[src/rtl/tel_pkg.sv]
`default_nettype none
// ============================================================================
//  Module   : tel_pkg
//  Purpose  : Shared constants and FSM state encoding for tel_frame_reader.
//  Revision : 1.0 - initial release
// ============================================================================
package tel_pkg;

    localparam logic [7:0]  TEL_FIRST_ADDR = 8'h02;
    localparam logic [7:0]  TEL_LAST_ADDR  = 8'h24;
    localparam logic [15:0] TEL_HDR_WORD   = 16'hEB90;

    typedef logic [2:0] tel_state_t;

    localparam tel_state_t ST_IDLE  = 3'd0;
    localparam tel_state_t ST_STORE = 3'd1;
    localparam tel_state_t ST_HDR   = 3'd2;
    localparam tel_state_t ST_CNT   = 3'd3;
    localparam tel_state_t ST_RD    = 3'd4;
    localparam tel_state_t ST_CAP   = 3'd5;
    localparam tel_state_t ST_SEND  = 3'd6;
    localparam tel_state_t ST_CHK   = 3'd7;

endpackage
`default_nettype wire

[src/rtl/tel_chksum.sv]
`default_nettype none
// ============================================================================
//  Module   : tel_chksum
//  Purpose  : 16-bit modulo-2^16 running sum with synchronous clear.
//  Revision : 1.0 - initial release
// ============================================================================
module tel_chksum
    import tel_pkg::*;
(
    input  logic        clk_in,
    input  logic        rst_in,
    input  logic        clr_in,
    input  logic        add_en_in,
    input  logic [15:0] data_in,
    output logic [15:0] sum_out
);

    logic [15:0] sum_q;
    logic [15:0] sum_d;

    always_comb begin
        sum_d = sum_q;
        if (clr_in) begin
            sum_d = 16'h0000;
        end else if (add_en_in) begin
            sum_d = sum_q + data_in;
        end
    end

    always_ff @(posedge clk_in or negedge rst_in) begin
        if (!rst_in) begin
            sum_q <= 16'h0000;
        end else begin
            sum_q <= sum_d;
        end
    end

    assign sum_out = sum_q;

endmodule
`default_nettype wire

[src/rtl/tel_frame_reader.sv]
`default_nettype none
// ============================================================================
//  Module   : tel_frame_reader
//  Purpose  : Snapshots the monitor bank and streams header, frame count and
//             monitor words (plus checksum when TEL_CHKSUM_EN is defined).
//  Revision : 1.0 - initial release
// ============================================================================
module tel_frame_reader
    import tel_pkg::*;
#(
    parameter logic [7:0]  FIRST_ADDR = TEL_FIRST_ADDR,
    parameter logic [7:0]  LAST_ADDR  = TEL_LAST_ADDR,
    parameter logic [15:0] HDR_WORD   = TEL_HDR_WORD
)(
    input  logic        clk_in,
    input  logic        rst_in,
    input  logic        tel_req_in,
    output logic        store_en_out,
    output logic        rd_out,
    output logic [7:0]  rd_addr_out,
    input  logic [15:0] mon_data_in,
    output logic [15:0] tx_data_out,
    output logic        tx_valid_out,
    input  logic        tx_ready_in,
    output logic        busy_out,
    output logic [15:0] frame_cnt_out
);

    tel_state_t  state_q;
    tel_state_t  state_d;
    logic [7:0]  addr_q;
    logic [7:0]  addr_d;
    logic [15:0] data_q;
    logic [15:0] data_d;
    logic [15:0] frame_cnt_q;
    logic [15:0] frame_cnt_d;
    logic        tx_hs;

    assign tx_hs = tx_valid_out && tx_ready_in;

`ifdef TEL_CHKSUM_EN
    // Sum covers the count word and every captured monitor word.
    logic        chk_clr;
    logic        chk_add;
    logic [15:0] chk_data;
    logic [15:0] chk_sum;

    assign chk_clr  = (state_q == ST_STORE);
    assign chk_add  = (state_q == ST_CAP) || ((state_q == ST_CNT) && tx_hs);
    assign chk_data = (state_q == ST_CAP) ? mon_data_in : frame_cnt_q;

    tel_chksum u_chksum (
        .clk_in    (clk_in),
        .rst_in    (rst_in),
        .clr_in    (chk_clr),
        .add_en_in (chk_add),
        .data_in   (chk_data),
        .sum_out   (chk_sum)
    );
`endif

    always_comb begin
        state_d     = state_q;
        addr_d      = addr_q;
        data_d      = data_q;
        frame_cnt_d = frame_cnt_q;
        case (state_q)
            ST_IDLE: begin
                if (tel_req_in) begin
                    state_d = ST_STORE;
                end
            end
            ST_STORE: begin
                addr_d  = FIRST_ADDR;
                state_d = ST_HDR;
            end
            ST_HDR: begin
                if (tx_hs) begin
                    state_d = ST_CNT;
                end
            end
            ST_CNT: begin
                if (tx_hs) begin
                    state_d = ST_RD;
                end
            end
            ST_RD: begin
                state_d = ST_CAP;
            end
            ST_CAP: begin
                data_d  = mon_data_in;
                state_d = ST_SEND;
            end
            ST_SEND: begin
                if (tx_hs) begin
                    if (addr_q == LAST_ADDR) begin
`ifdef TEL_CHKSUM_EN
                        state_d     = ST_CHK;
`else
                        state_d     = ST_IDLE;
                        frame_cnt_d = frame_cnt_q + 16'd1;
`endif
                    end else begin
                        addr_d  = addr_q + 8'd1;
                        state_d = ST_RD;
                    end
                end
            end
`ifdef TEL_CHKSUM_EN
            ST_CHK: begin
                if (tx_hs) begin
                    state_d     = ST_IDLE;
                    frame_cnt_d = frame_cnt_q + 16'd1;
                end
            end
`endif
            default: begin
                state_d = ST_IDLE;
            end
        endcase
    end

    always_ff @(posedge clk_in or negedge rst_in) begin
        if (!rst_in) begin
            state_q     <= ST_IDLE;
            addr_q      <= 8'h00;
            data_q      <= 16'h0000;
            frame_cnt_q <= 16'h0000;
        end else begin
            state_q     <= state_d;
            addr_q      <= addr_d;
            data_q      <= data_d;
            frame_cnt_q <= frame_cnt_d;
        end
    end

    // Word presented is a pure function of state, so it cannot move mid-stall.
    always_comb begin
        tx_data_out  = 16'h0000;
        tx_valid_out = 1'b0;
        case (state_q)
            ST_HDR: begin
                tx_data_out  = HDR_WORD;
                tx_valid_out = 1'b1;
            end
            ST_CNT: begin
                tx_data_out  = frame_cnt_q;
                tx_valid_out = 1'b1;
            end
            ST_SEND: begin
                tx_data_out  = data_q;
                tx_valid_out = 1'b1;
            end
`ifdef TEL_CHKSUM_EN
            ST_CHK: begin
                tx_data_out  = chk_sum;
                tx_valid_out = 1'b1;
            end
`endif
            default: begin
                tx_data_out  = 16'h0000;
                tx_valid_out = 1'b0;
            end
        endcase
    end

    assign store_en_out  = (state_q == ST_STORE);
    assign rd_out        = (state_q == ST_RD);
    assign rd_addr_out   = addr_q;
    assign busy_out      = (state_q != ST_IDLE);
    assign frame_cnt_out = frame_cnt_q;

endmodule
`default_nettype wire

[config.mk]
export PLATFORM = sky130hd
export DESIGN_NAME = tel_frame_reader
export DESIGN_NICKNAME = d
export VERILOG_FILES = /design/src/rtl/tel_pkg.sv /design/src/rtl/tel_chksum.sv /design/src/rtl/tel_frame_reader.sv
export SDC_FILE = /design/constraint.sdc
export NUM_CORES = 1
export LEC_CHECK = 0
export BUFFER_PORTS_ARGS = -buffer_cell sky130_fd_sc_hd__buf_2
export CAP_MARGIN = 10
export CORE_ASPECT_RATIO = 1.1
export CORE_MARGIN = 3
export CORE_UTILIZATION = 35
export CTS_CLUSTER_SIZE = 28
export DETAILED_ROUTE_END_ITERATION = 6
export PLACE_DENSITY = 0.55
export SYNTH_ARGS = -nofsm -noshare
export SYNTH_HDL_FRONTEND = slang
export SYNTH_HIERARCHICAL = 1
export SYNTH_SLANG_ARGS = --single-unit
export TNS_END_PERCENT = 50
[constraint.sdc]
create_clock -name clk_in -period 2.6 [get_ports clk_in]
set_input_delay 0.13 -clock clk_in [delete_from_list [all_inputs] [get_ports clk_in]]
set_output_delay 0.13 -clock clk_in [all_outputs]
set_load 0.02 [all_outputs]
==> flow_summary.rst, run 1 <==
.. list-table::
   :header-rows: 1

   * - Metric
     - Value
   * - Status
     - complete, but fails checks
   * - Violated checks
     - hold timing
   * - Area of the placeable core
     - 0.00638 sq mm
   * - Number of DRC violations after detailed routing
     - 0
   * - Leading register cell type out of synthesis
     - dfrtp_1
   * - Met3 WL post-DR
     - 283 um
   * - Number of antenna violations at the first check in global routing
     - 0
   * - Clock tree from TritonCTS
     - built
   * - Worst slew margin relative to its limit
     - 0.363
   * - Vias in the first global route
     - 1908
   * - TritonCTS Buffers
     - 5
   * - Instance area after placement
     - 0.00280 sq mm
   * - Last weighted congestion value of the routability-driven placer
     - 0.780
   * - Initial core utilization
     - 0.372
   * - Required time of the critical path
     - 2.79 ns
   * - Count of state elements after synthesis
     - 43
   * - Met1 WL
     - 2.62 mm
   * - Crit Path Max Fanout
     - 19
   * - Number of top-level pins
     - 64
   * - Final HPWL from detailed placement
     - 4.14 mm
   * - Cell count of the worst reg-to-reg path
     - 3
   * - Synth area leaders
     - dfrtp_1 45%, mux2_2 8.5%, nor2b_1 5.3%, xnor2_1 4.8%, nand2_1 2.7%
   * - Layout Skew
     - 0.00728 ns
   * - Most common library cell in the layout ignoring fill and taps
     - buf_2
   * - Maximum number of pins on one net before global-route repair
     - 44
   * - Max-slew violations
     - 0
   * - Count of different cell masters after synthesis
     - 46
   * - Max Clk Rate
     - 510 MHz
   * - Total number of vias
     - 1925
   * - YS warnings
     - 6
   * - Cell area after synthesis
     - 0.00237 sq mm
   * - Final hold violations
     - 42
   * - Antenna-violating nets left
     - 0
   * - Number of design-rule violations left by the first detailed-router iteration
     - 101
   * - Worst skew pair latency
     - 0.30 ns
   * - Share of the yosys chip area belonging to registers
     - 0.453
   * - Setup violation total in the final timing report
     - 0
   * - Global-route total usage across every layer
     - 0.148
   * - Crit path capture type
     - flip-flop
   * - Site row count
     - 30
   * - Number of buffers inserted by post-CTS setup repair
     - 0
   * - Critical setup path kind
     - reg2reg
   * - Worst slew pin tran
     - 0.956 ns
   * - Root cell of the clock tree
     - clkbuf_8
   * - Crit Reg-Reg Startpoint
     - state_q[1]
   * - Static leakage power
     - 1.42 nW
   * - Final core area utilization
     - 0.452
   * - Number of H-tree branching levels
     - 2
   * - Clock slew at the register clock pins of the worst setup and hold paths
     - 0.08 ns
   * - PostCTS Resize Cnt
     - 0
   * - Syn-to-layout area delta
     - 21.4%
   * - Number of enable flip-flop cells after synthesis
     - 0
   * - Chip Width
     - 84.5 um
   * - Number of antenna repair diodes
     - 0
   * - Type of element launching the critical path
     - flip-flop
   * - Buffers from clock root to sink, at most
     - 2
   * - Number of instances in the synthesized netlist
     - 231
   * - Count of maximum capacitance violations
     - 0
   * - Crit share post-route
     - 0.755
   * - Drt wl/cell
     - 15.1 um
   * - RSZ-0062 raised after global routing
     - no
   * - Power density of the placed cells
     - 922 mW/mm^2
   * - Die area
     - 0.00781 sq mm
   * - Overflow left after global routing
     - 0
   * - Most used cells in the layout excluding fill and tap cells
     - 63 x buf_2, 43 x dfrtp_1, 20 x nor2b_1
   * - DIE HEIGHT
     - 92.4 um
   * - Fraction of final layout cells with drive strength greater than 1
     - 0.347
   * - Total length of routed met2 wires
     - 2.75 mm
   * - Synth top area share
     - 0.453
   * - Routed via count divided by cell count
     - 5.11
   * - Worst VDD drop
     - 0.299 mV
   * - Post-detailed-routing wire length
     - 5.71 mm
   * - Hold Worst Slack
     - -0.0205 ns
   * - Drt first pass iters
     - 4
   * - Data arrival time at the worst-slack endpoint
     - 2.15 ns
   * - Area leader, netlist
     - dfrtp_1
   * - Quantity of I/O buffers inserted on ports
     - 63
   * - Top routing layer in use
     - met4
   * - Type of the tightest min-delay check
     - in2async
   * - First-pass GRT wire length
     - 9.37 mm
   * - Avg Synthesized Cell Area
     - 10.3 sq um
   * - Post-CTS Hold Fix Bufs
     - 0
   * - Period minus WS final
     - 1.96 ns
   * - Overall power of the completed layout
     - 2.66 mW
   * - Proportion of synthesized flip-flops having asynchronous set or reset
     - 1.00
   * - Startpoint of the most critical setup path
     - state_q[1]
   * - Net count of the finished layout
     - 319
   * - Sinks on the clock net
     - 43
   * - Number of nets in the synthesized netlist
     - 254
   * - Post-Route Setup TNS
     - 0 ns
   * - Finished Cell Area
     - 0.00288 sq mm
-- kinds of logic (layout without fill, tap and decap cells) --
kind of cell             Yosys count  count (layout)  share of synthesized area
AO/OA/AOI/OAI                     38              38                      0.112
buffers and inverters             24              90                     0.0380
AND/OR/NAND/NOR                   85              85                      0.217
flip-flops                        43              43                      0.453
multiplexers                      20              20                     0.0938
XOR/XNOR                          17              17                     0.0659
adder cells (fa/ha/maj)            4               4                     0.0200
-- synthesized netlist by cell type, types with 5 or more instances --
master,n
a21oi_1,10
inv_1,12
dfrtp_1,43
nand2_1,17
nor2b_1,20
o21a_1,8
nor2_1,10
mux2_2,18
clkbuf_1,10
a22oi_1,8
nand3_1,8
xnor2_1,13
nand4_1,5
-- flip-flops by register name, indices dropped and copies added (netlist names) --
name           flops
state_q            3
frame_cnt_out     16
rd_addr_out        8
data_q            16
-- stage by stage --
stage               cells  setup WS (ns)
floorplan             231          0.690
global placement      369          0.688
detailed placement    369          0.607
CTS                   377          0.600
global route          377          0.482
finish                377          0.638
-- per-layer routing --
metal	up-vias	GRT usage
met5	-	0
li1	941	-
met4	0	0.0369
met1	931	0.197
met2	49	0.239
met3	4	0.0400
-- layout make-up --
class / count / area (sq um)
clock inverters: 2 / 12.5
repair buffers: 70 / 368
fillers: 651 / 3500
multi-input cells: 164 / 1210
clock buffers: 6 / 72.6
flip-flops and latches: 43 / 1080
inverters: 12 / 45.0
well taps: 80 / 100
-- power by group --
| group | leakage (nW) | switching [mW] | internal (mW) |
|---|---|---|---|
| clock | 0.0412 | 0.233 | 0.188 |
| sequential | 0.551 | 0.161 | 0.846 |
| combinational | 0.825 | 0.687 | 0.542 |
-- critical path: stages (launching register included) --
cell and delay, ns:
dfrtp_1 0.71, nand4b_2 0.36, nor3_4 0.41, mux2_2 0.38
-- final timing paths --
path	endpoint	slack (ns)
setup / recovery	frame_cnt_out[1]	0.64
hold / removal	data_q[3]	-0.02
setup reg to reg	frame_cnt_out[1]	0.64
hold reg to reg	data_q[1]	0.51
max in group asynchronous	state_q[2]	2.02
min in group clk_in	data_q[13]	0.06
(Power assumes the default switching activity.)
==> inputs of run 2 (changes only) <==
Settings changed: ABC_AREA from default to 1, PLACE_DENSITY 0.55 to 0.57.
Clock period 2.6 ns to 1.74 ns, I/O delays scaled along.
==> run 2 against run 1 <==
Compared with the run above: the run now ends clean; synthesized cell count up 40%; largest power group unchanged; clock power grew 49%; via count grew 23%; flip-flop and latch count is the same; core utilization up 1.2 points; clock skew is 0.0020 ns lower.
==> flow_summary.rst, run 2 <==
.. list-table::
   :header-rows: 1

   * - Metric
     - Value
   * - Layout Skew
     - 0.00525 ns (was 0.00728 ns)
   * - Leading register cell type out of synthesis
     - dfrtp_1 (unchanged)
   * - Antenna-violating nets left
     - 0 (unchanged)
   * - Sequential cell area
     - 0.00108 sq mm (about the same)
   * - Most used cells in the layout excluding fill and tap cells
     - 113 x nand2_1, 55 x buf_2, 40 x dfrtp_1 (was 63 x buf_2, 43 x dfrtp_1, 20 x nor2b_1)
   * - Crit-path max cell delay
     - 0.44 ns (was 0.71 ns)
   * - Vias in the first global route
     - 2293 (was 1908)
   * - Syn-to-layout area delta
     - 25.0% (was 21.4%)
   * - Fraction of final layout cells with drive strength greater than 1
     - 0.303 (was 0.347)
   * - Final core area utilization
     - 0.464 (was 0.452)
   * - Avg Synthesized Cell Area
     - 7.73 sq um (was 10.3 sq um)
   * - Most used standard cells in the synthesized netlist
     - 115 x nand2_1, 43 x dfrtp_1, 29 x inv_1 (was 43 x dfrtp_1, 20 x nor2b_1, 18 x mux2_2)
   * - Die area
     - 0.00821 sq mm (was 0.00781 sq mm)
   * - DIE HEIGHT
     - 94.7 um (was 92.4 um)
   * - Hold path start
     - mon_data_in[2]
   * - Worst slew margin relative to its limit
     - 0.655 (was 0.363)
   * - Finished Cell Area
     - 0.00313 sq mm (was 0.00288 sq mm)
   * - Worst slew pin tran
     - 0.518 ns (was 0.956 ns)
   * - Routed via count divided by cell count
     - 4.88 (was 5.11)
   * - Area used by multi-input combinational logic
     - 0.00128 sq mm (was 0.00121 sq mm)
   * - Setup violation total in the final timing report
     - 0 (unchanged)
   * - Number of antenna repair diodes
     - 0 (unchanged)
   * - Share of the yosys chip area belonging to registers
     - 0.430 (was 0.453)
   * - Sinks on the clock net
     - 43 (unchanged)
   * - Area leader, netlist
     - dfrtp_1 (unchanged)
   * - Crit path capture type
     - output port (was flip-flop)
   * - Post-place setup slack
     - 0.116 ns (was 0.607 ns)
   * - Layout Cells excl Fill
     - 484 (was 377)
   * - Type of element launching the critical path
     - flip-flop (unchanged)
   * - First-pass GRT wire length
     - 11.0 mm (was 9.37 mm)
   * - Crit Reg-Reg Startpoint
     - rd_addr_out[0] (was state_q[1])
   * - Clock tree from TritonCTS
     - built (unchanged)
   * - Overall power of the completed layout
     - 3.92 mW (was 2.66 mW)
   * - Relative contribution of the clock network to total power
     - 0.160 (was 0.158)
   * - Chip Width
     - 86.6 um (was 84.5 um)
   * - Number of enable flip-flop cells after synthesis
     - 0 (unchanged)
   * - Buffers from clock root to sink, at most
     - 2 (unchanged)
   * - Count of different cell masters after synthesis
     - 28 (was 46)
   * - Cell area after synthesis
     - 0.00250 sq mm (was 0.00237 sq mm)
   * - Filler cell count in the final layout
     - 714 (was 651)
   * - Final hold violations
     - 0 (was 42)
   * - Number of antenna violations at the first check in global routing
     - 0 (unchanged)
   * - Most common cell on crit path
     - buf_4
   * - Number of DRC violations after detailed routing
     - 0 (unchanged)
   * - Number of top-level pins
     - 64 (unchanged)
   * - Startpoint of the most critical setup path
     - state_q[0] (was state_q[1])
   * - Ordered cell list for the critical path
     - buf_4 > nor2_2 > nand2_2 > o211ai_1 > buf_4 (was nand4b_2 > nor3_4 > mux2_2)
   * - Initial core utilization
     - 0.371 (was 0.372)
   * - Crit Path Max Fanout
     - 9 (was 19)
   * - Highest-delay cell along the critical path
     - dfrtp_2 (was dfrtp_1)
   * - Drt wl/cell
     - 13.5 um (was 15.1 um)
   * - Most common library cell in the layout ignoring fill and taps
     - nand2_1 (was buf_2)
   * - Max Clk Rate
     - 610 MHz
   * - Cell with the most instances after synthesis
     - nand2_1 (was dfrtp_1)
   * - Net count of the finished layout
     - 424 (was 319)
   * - Power density of the placed cells
     - 1250 mW/mm^2 (was 922 mW/mm^2)
   * - Count of state elements after synthesis
     - 43 (unchanged)
   * - Total number of vias
     - 2364 (was 1925)
   * - Status
     - complete, no violations (was complete, but fails checks)
   * - TritonCTS Buffers
     - 5 (unchanged)
   * - Period minus WS final
     - 1.64 ns
   * - Combinational group share of total power
     - 0.469 (was 0.463)
   * - Overflow left after global routing
     - 0 (unchanged)
   * - Critical setup path kind
     - reg2out (was reg2reg)
   * - Global-route total usage across every layer
     - 0.169 (was 0.148)
   * - Instance area after placement
     - 0.00296 sq mm (was 0.00280 sq mm)
   * - RSZ-0062 raised after global routing
     - yes (was no)
   * - Maximum number of pins on one net before global-route repair
     - 24 (was 44)
   * - Clock slew at the register clock pins of the worst setup and hold paths
     - 0.08 ns (about the same)
   * - Smallest setup slack after layout
     - 0.102 ns (was 0.638 ns)
   * - Worst VDD drop
     - 0.536 mV (was 0.299 mV)
   * - Number of instances in the synthesized netlist
     - 324 (was 231)
   * - Switching component of the power
     - 1.64 mW (was 1.08 mW)
   * - Count of maximum capacitance violations
     - 0 (unchanged)
   * - Max-slew violations
     - 0 (unchanged)
   * - Site row count
     - 31 (was 30)
   * - Final HPWL from detailed placement
     - 5.02 mm (was 4.14 mm)
   * - Number of nets in the synthesized netlist
     - 347 (was 254)
   * - Data arrival time at the worst-slack endpoint
     - 1.55 ns (was 2.15 ns)
   * - Quantity of I/O buffers inserted on ports
     - 63 (unchanged)
   * - Synth top area share
     - 0.430 (was 0.453)
   * - Share of total power in sequential cells
     - 0.371 (was 0.379)
   * - Crit share post-route
     - 0.942
   * - Post-detailed-routing wire length
     - 6.55 mm (was 5.71 mm)
   * - Number of H-tree branching levels
     - 2 (unchanged)
   * - Number of design-rule violations left by the first detailed-router iteration
     - 74 (was 101)
   * - Internal power of the cells
     - 2.28 mW (was 1.58 mW)
   * - Static leakage power
     - 1.56 nW (was 1.42 nW)
   * - Last weighted congestion value of the routability-driven placer
     - 0.888 (was 0.780)
   * - Placed cell count
     - 471 (was 369)
   * - Type of the tightest min-delay check
     - in2reg (was in2async)
   * - Drt first pass iters
     - 6 (was 4)
   * - Proportion of synthesized flip-flops having asynchronous set or reset
     - 1.00 (unchanged)
   * - Area of the placeable core
     - 0.00675 sq mm (was 0.00638 sq mm)
   * - Worst skew pair latency
     - 0.29 ns (was 0.30 ns)
   * - Required time of the critical path
     - 1.65 ns (was 2.79 ns)
   * - Root cell of the clock tree
     - clkbuf_8 (unchanged)
   * - YS warnings
     - 6 (unchanged)
   * - Synth area leaders
     - dfrtp_1 43%, nand2_1 17%, mux2_2 7.2%, inv_1 4.3%, nand3_1 4.2% (was dfrtp_1 45%, mux2_2 8.5%, nor2b_1 5.3%, xnor2_1 4.8%, nand2_1 2.7%)
   * - Switching share of power
     - 0.418 (was 0.407)
run 2: stage by stage:
stage | setup TNS (ns) | hold slack [ns]
floorplan | 0 | -0.209
global placement | 0 | 0.0969
detailed placement | 0 | 0.0924
CTS | 0 | 0.00513
global route | -0.0782 | 0.0163
finish | 0 | 0.0181
run 2: path summary, 6_finish.rpt:
path / endpoint / slack (ns) / depth (start not counted)
max reg2reg: frame_cnt_out[8] / 0.16 / 7
max in group asynchronous: frame_cnt_out[15] / 0.94 / 3
min: data_q[2] / 0.02 / 2
max: tx_data_out[9] / 0.10 / 5
min reg2reg: data_q[2] / 0.51 / 1
min in group asynchronous: rd_addr_out[2] / 0.30 / 2
run 2: power groups by stage:
stage               sequential (mW)  clock, mW  combinational (mW)
global placement               1.46          0                1.67
floorplan                      1.42          0                1.20
CTS                            1.45      0.665                1.75
detailed placement             1.46          0                1.69
finish                         1.45      0.627                1.84
global route                   1.49      0.699                2.04
run 2: cell type report:
class	instances	area share
Clock buffer	6	0.0232
Multi-Input combinational cell	241	0.410
Sequential cell	43	0.345
Inverter	33	0.0396
Timing Repair Buffer	77	0.146
Tap cell	82	0.0328
Clock inverter	2	0.00400
run 2: critical path, delay by kind of cell, from the launching register on:
family                 cells  cell delay [ns]
AND/OR/NAND/NOR            2             0.31
flip-flops                 1             0.44
buffers and inverters      2             0.35
AO/OA/AOI/OAI              1             0.17
run 2: per-layer routing:
| metal | share of wire | up-vias | global-route usage |
|---|---|---|---|
| met5 | 0 | - | 0 |
| met4 | 0.013 | 0 | 0.0442 |
| met3 | 0.042 | 7 | 0.0305 |
| met2 | 0.49 | 57 | 0.289 |
| met1 | 0.46 | 1101 | 0.220 |
| li1 | - | 1199 | - |
run 2: logic make-up after synthesis:
family,Yosys count,synth area share
AOI/OAI and AO/OA,33,0.0770
xor gates and xnor gates,8,0.0280
adders and majority gates,3,0.0150
buffers and inverters,40,0.0670
DFF,43,0.430
muxes,16,0.0720
and+or+nand+nor,181,0.311
run 2: repair_timing:
item                       in CTS  in global routing
pin swaps                       1                  0
buffers inserted                3                  1
hold endpoints to repair       20                  0
setup endpoints to repair      15                 25
cloned                          0                  0
gates resized for setup         5                 17
hold buffers                    1                  0
==> inputs of run 3 (changes only) <==
Settings changed: ABC_AREA 1 to 0, SKIP_CTS_REPAIR_TIMING from default to 1.
==> run 3 against run 2 <==
Compared with the run above: the flow now finishes with violations (setup timing); flip-flop and latch count did not move; clock power about the same; first-iteration DRC count shrank 5.4%; count of clock-buffer cells in the layout stayed put; core utilization up 2.5 points; via count down 17%; critical path depth did not move; setup slack got worse by 0.14 ns; hold slack worse by 0.0057 ns.
==> flow_summary.rst, run 3 (synthesized netlist as in run 1, its figures left out) <==
.. list-table::
   :header-rows: 1

   * - Metric
     - Value
   * - Status
     - complete, but fails checks (was complete, no violations)
   * - Violated checks
     - setup timing
   * - First-pass GRT wire length
     - 9.72 mm (was 11.0 mm)
   * - Crit share post-route
     - 1.02 (was 0.942)
   * - TritonCTS Buffers
     - 5 (unchanged)
   * - Area of the placeable core
     - 0.00638 sq mm (was 0.00675 sq mm)
   * - Crit-path max cell delay
     - 0.59 ns (was 0.44 ns)
   * - Overflow left after global routing
     - 0 (unchanged)
   * - Drt wl/cell
     - 15.0 um (was 13.5 um)
   * - Ordered cell list for the critical path
     - or4b_4 > buf_6 > nor4_4 > nand4_1 > xnor2_1 (was buf_4 > nor2_2 > nand2_2 > o211ai_1 > buf_4)
   * - Critical setup path kind
     - reg2reg (was reg2out)
   * - Number of top-level pins
     - 64 (unchanged)
   * - Number of antenna repair diodes
     - 0 (unchanged)
   * - Clock slew at the register clock pins of the worst setup and hold paths
     - 0.08 ns (about the same)
   * - Type of the tightest min-delay check
     - in2reg (unchanged)
   * - Overall power of the completed layout
     - 4.22 mW (was 3.92 mW)
   * - Root cell of the clock tree
     - clkbuf_8 (unchanged)
   * - Fraction of final layout cells with drive strength greater than 1
     - 0.400 (was 0.303)
   * - Cell count of the worst reg-to-reg path
     - 5 (was 7)
   * - Crit Path Max Fanout
     - 5 (was 9)
   * - Number of H-tree branching levels
     - 2 (unchanged)
   * - Crit path capture type
     - flip-flop (was output port)
   * - Final HPWL from detailed placement
     - 4.42 mm (was 5.02 mm)
   * - Static leakage power
     - 1.53 nW (was 1.56 nW)
   * - Most common library cell in the layout ignoring fill and taps
     - buf_2 (was nand2_1)
   * - Worst VDD drop
     - 0.801 mV (was 0.536 mV)
   * - Net count of the finished layout
     - 337 (was 424)
   * - Routed via count divided by cell count
     - 4.99 (was 4.88)
   * - Number of antenna violations at the first check in global routing
     - 0 (unchanged)
   * - Chip Width
     - 84.5 um (was 86.6 um)
   * - WP buf/inv
     - 1 (was 2)
   * - Data arrival time at the worst-slack endpoint
     - 1.96 ns (was 1.55 ns)
   * - Global-route total usage across every layer
     - 0.157 (was 0.169)
   * - Layout Skew
     - 0.00646 ns (was 0.00525 ns)
   * - Most used cells in the layout excluding fill and tap cells
     - 55 x buf_2, 41 x dfrtp_1, 24 x buf_4 (was 113 x nand2_1, 55 x buf_2, 40 x dfrtp_1)
   * - Maximum number of pins on one net before global-route repair
     - 26 (was 24)
   * - Max Clk Rate
     - 563 MHz (was 610 MHz)
   * - Die area
     - 0.00781 sq mm (was 0.00821 sq mm)
   * - Total number of vias
     - 1973 (was 2364)
   * - RSZ-0062 raised after global routing
     - yes (unchanged)
   * - Antenna-violating nets left
     - 0 (unchanged)
   * - Power density of the placed cells
     - 1350 mW/mm^2 (was 1250 mW/mm^2)
   * - Cell type group with the largest total delay on the critical path
     - simple AND/OR/NAND/NOR gates (was flip-flops)
   * - Type of element launching the critical path
     - flip-flop (unchanged)
   * - Period minus WS final
     - 1.78 ns (was 1.64 ns)
   * - Final hold violations
     - 0 (unchanged)
   * - Number of DRC violations after detailed routing
     - 0 (unchanged)
   * - Syn-to-layout area delta
     - 31.4% (was 25.0%)
   * - Smallest setup slack after layout
     - -0.0376 ns (was 0.102 ns)
   * - Count of maximum capacitance violations
     - 0 (unchanged)
   * - Max-slew violations
     - 0 (unchanged)
   * - Worst slew pin tran
     - 0.338 ns (was 0.518 ns)
   * - Internal reg-to-reg setup slack
     - -0.04 ns (was 0.16 ns)
   * - Number of cells on the critical path
     - 5 (unchanged)
   * - DIE HEIGHT
     - 92.4 um (was 94.7 um)
   * - Worst skew pair latency
     - 0.30 ns (was 0.29 ns)
   * - Site row count
     - 30 (was 31)
   * - Number of design-rule violations left by the first detailed-router iteration
     - 70 (was 74)
   * - Clock tree from TritonCTS
     - built (unchanged)
   * - Required time of the critical path
     - 1.93 ns (was 1.65 ns)
   * - Final core area utilization
     - 0.489 (was 0.464)
   * - Buffers from clock root to sink, at most
     - 2 (unchanged)
   * - Highest-delay cell along the critical path
     - or4b_4 (was dfrtp_2)
   * - Drt first pass iters
     - 4 (was 6)
   * - Quantity of I/O buffers inserted on ports
     - 63 (unchanged)
   * - Hold Path Depth
     - 2 (unchanged)
   * - Finished Cell Area
     - 0.00312 sq mm (was 0.00313 sq mm)
   * - Worst slew margin relative to its limit
     - 0.774 (was 0.655)
   * - Last weighted congestion value of the routability-driven placer
     - 0.762 (was 0.888)
   * - Setup violation total in the final timing report
     - 4 (was 0)
   * - Initial core utilization
     - 0.372 (was 0.371)
   * - Post-Route Setup TNS
     - -0.0991 ns (was 0 ns)
   * - Post-detailed-routing wire length
     - 5.91 mm (was 6.55 mm)
   * - Sinks on the clock net
     - 43 (unchanged)
   * - Vias in the first global route
     - 1914 (was 2293)
   * - Instance area after placement
     - 0.00294 sq mm (was 0.00296 sq mm)
==> run 3: where the power goes <==
part / switching [mW] / leakage (nW) / internal, mW / total, mW
sequential: 0.169 / 0.548 / 1.27 / 1.43
combinational: 1.16 / 0.941 / 1.00 / 2.16
clock: 0.345 / 0.0412 / 0.281 / 0.625
total: 1.67 / 1.53 / 2.55 / 4.22
==> run 3: per-stage QoR <==
stage	hold slack (ns)	worst slack, ns	std cells
global placement	-0.0162	-0.0299	385
finish	0.0124	-0.0376	395
global route	0.00193	-0.138	395
floorplan	-0.209	-0.0918	231
CTS	-0.339	-0.0842	393
detailed placement	-0.0137	-0.0681	385
==> run 3: layout make-up <==
class / count / area [sq um]
timing repair buffer: 88 / 577
tap: 80 / 100
inverter: 12 / 45.0
clock buffer: 6 / 72.6
fill: 615 / 3260
sequential: 43 / 1080
multi-input combinational: 164 / 1230
clock inverter: 2 / 12.5
==> run 3: final timing paths <==
check,endpoint,start
worst max-delay path,frame_cnt_out[14],rd_addr_out[7]
max in group asynchronous,data_q[4],rst_in
min in group asynchronous,state_q[1],rst_in
worst min register to register,data_q[14],data_q[14]
worst min-delay path,data_q[3],mon_data_in[3]
worst max register to register,frame_cnt_out[14],rd_addr_out[7]
==> run 3: routing by layer <==
layer	up-vias	global-route usage	wire length (um)
met5	-	0	0
met4	0	0.0501	85
met3	7	0.0409	306
met2	52	0.242	2780
met1	937	0.214	2740
li1	977	-	-
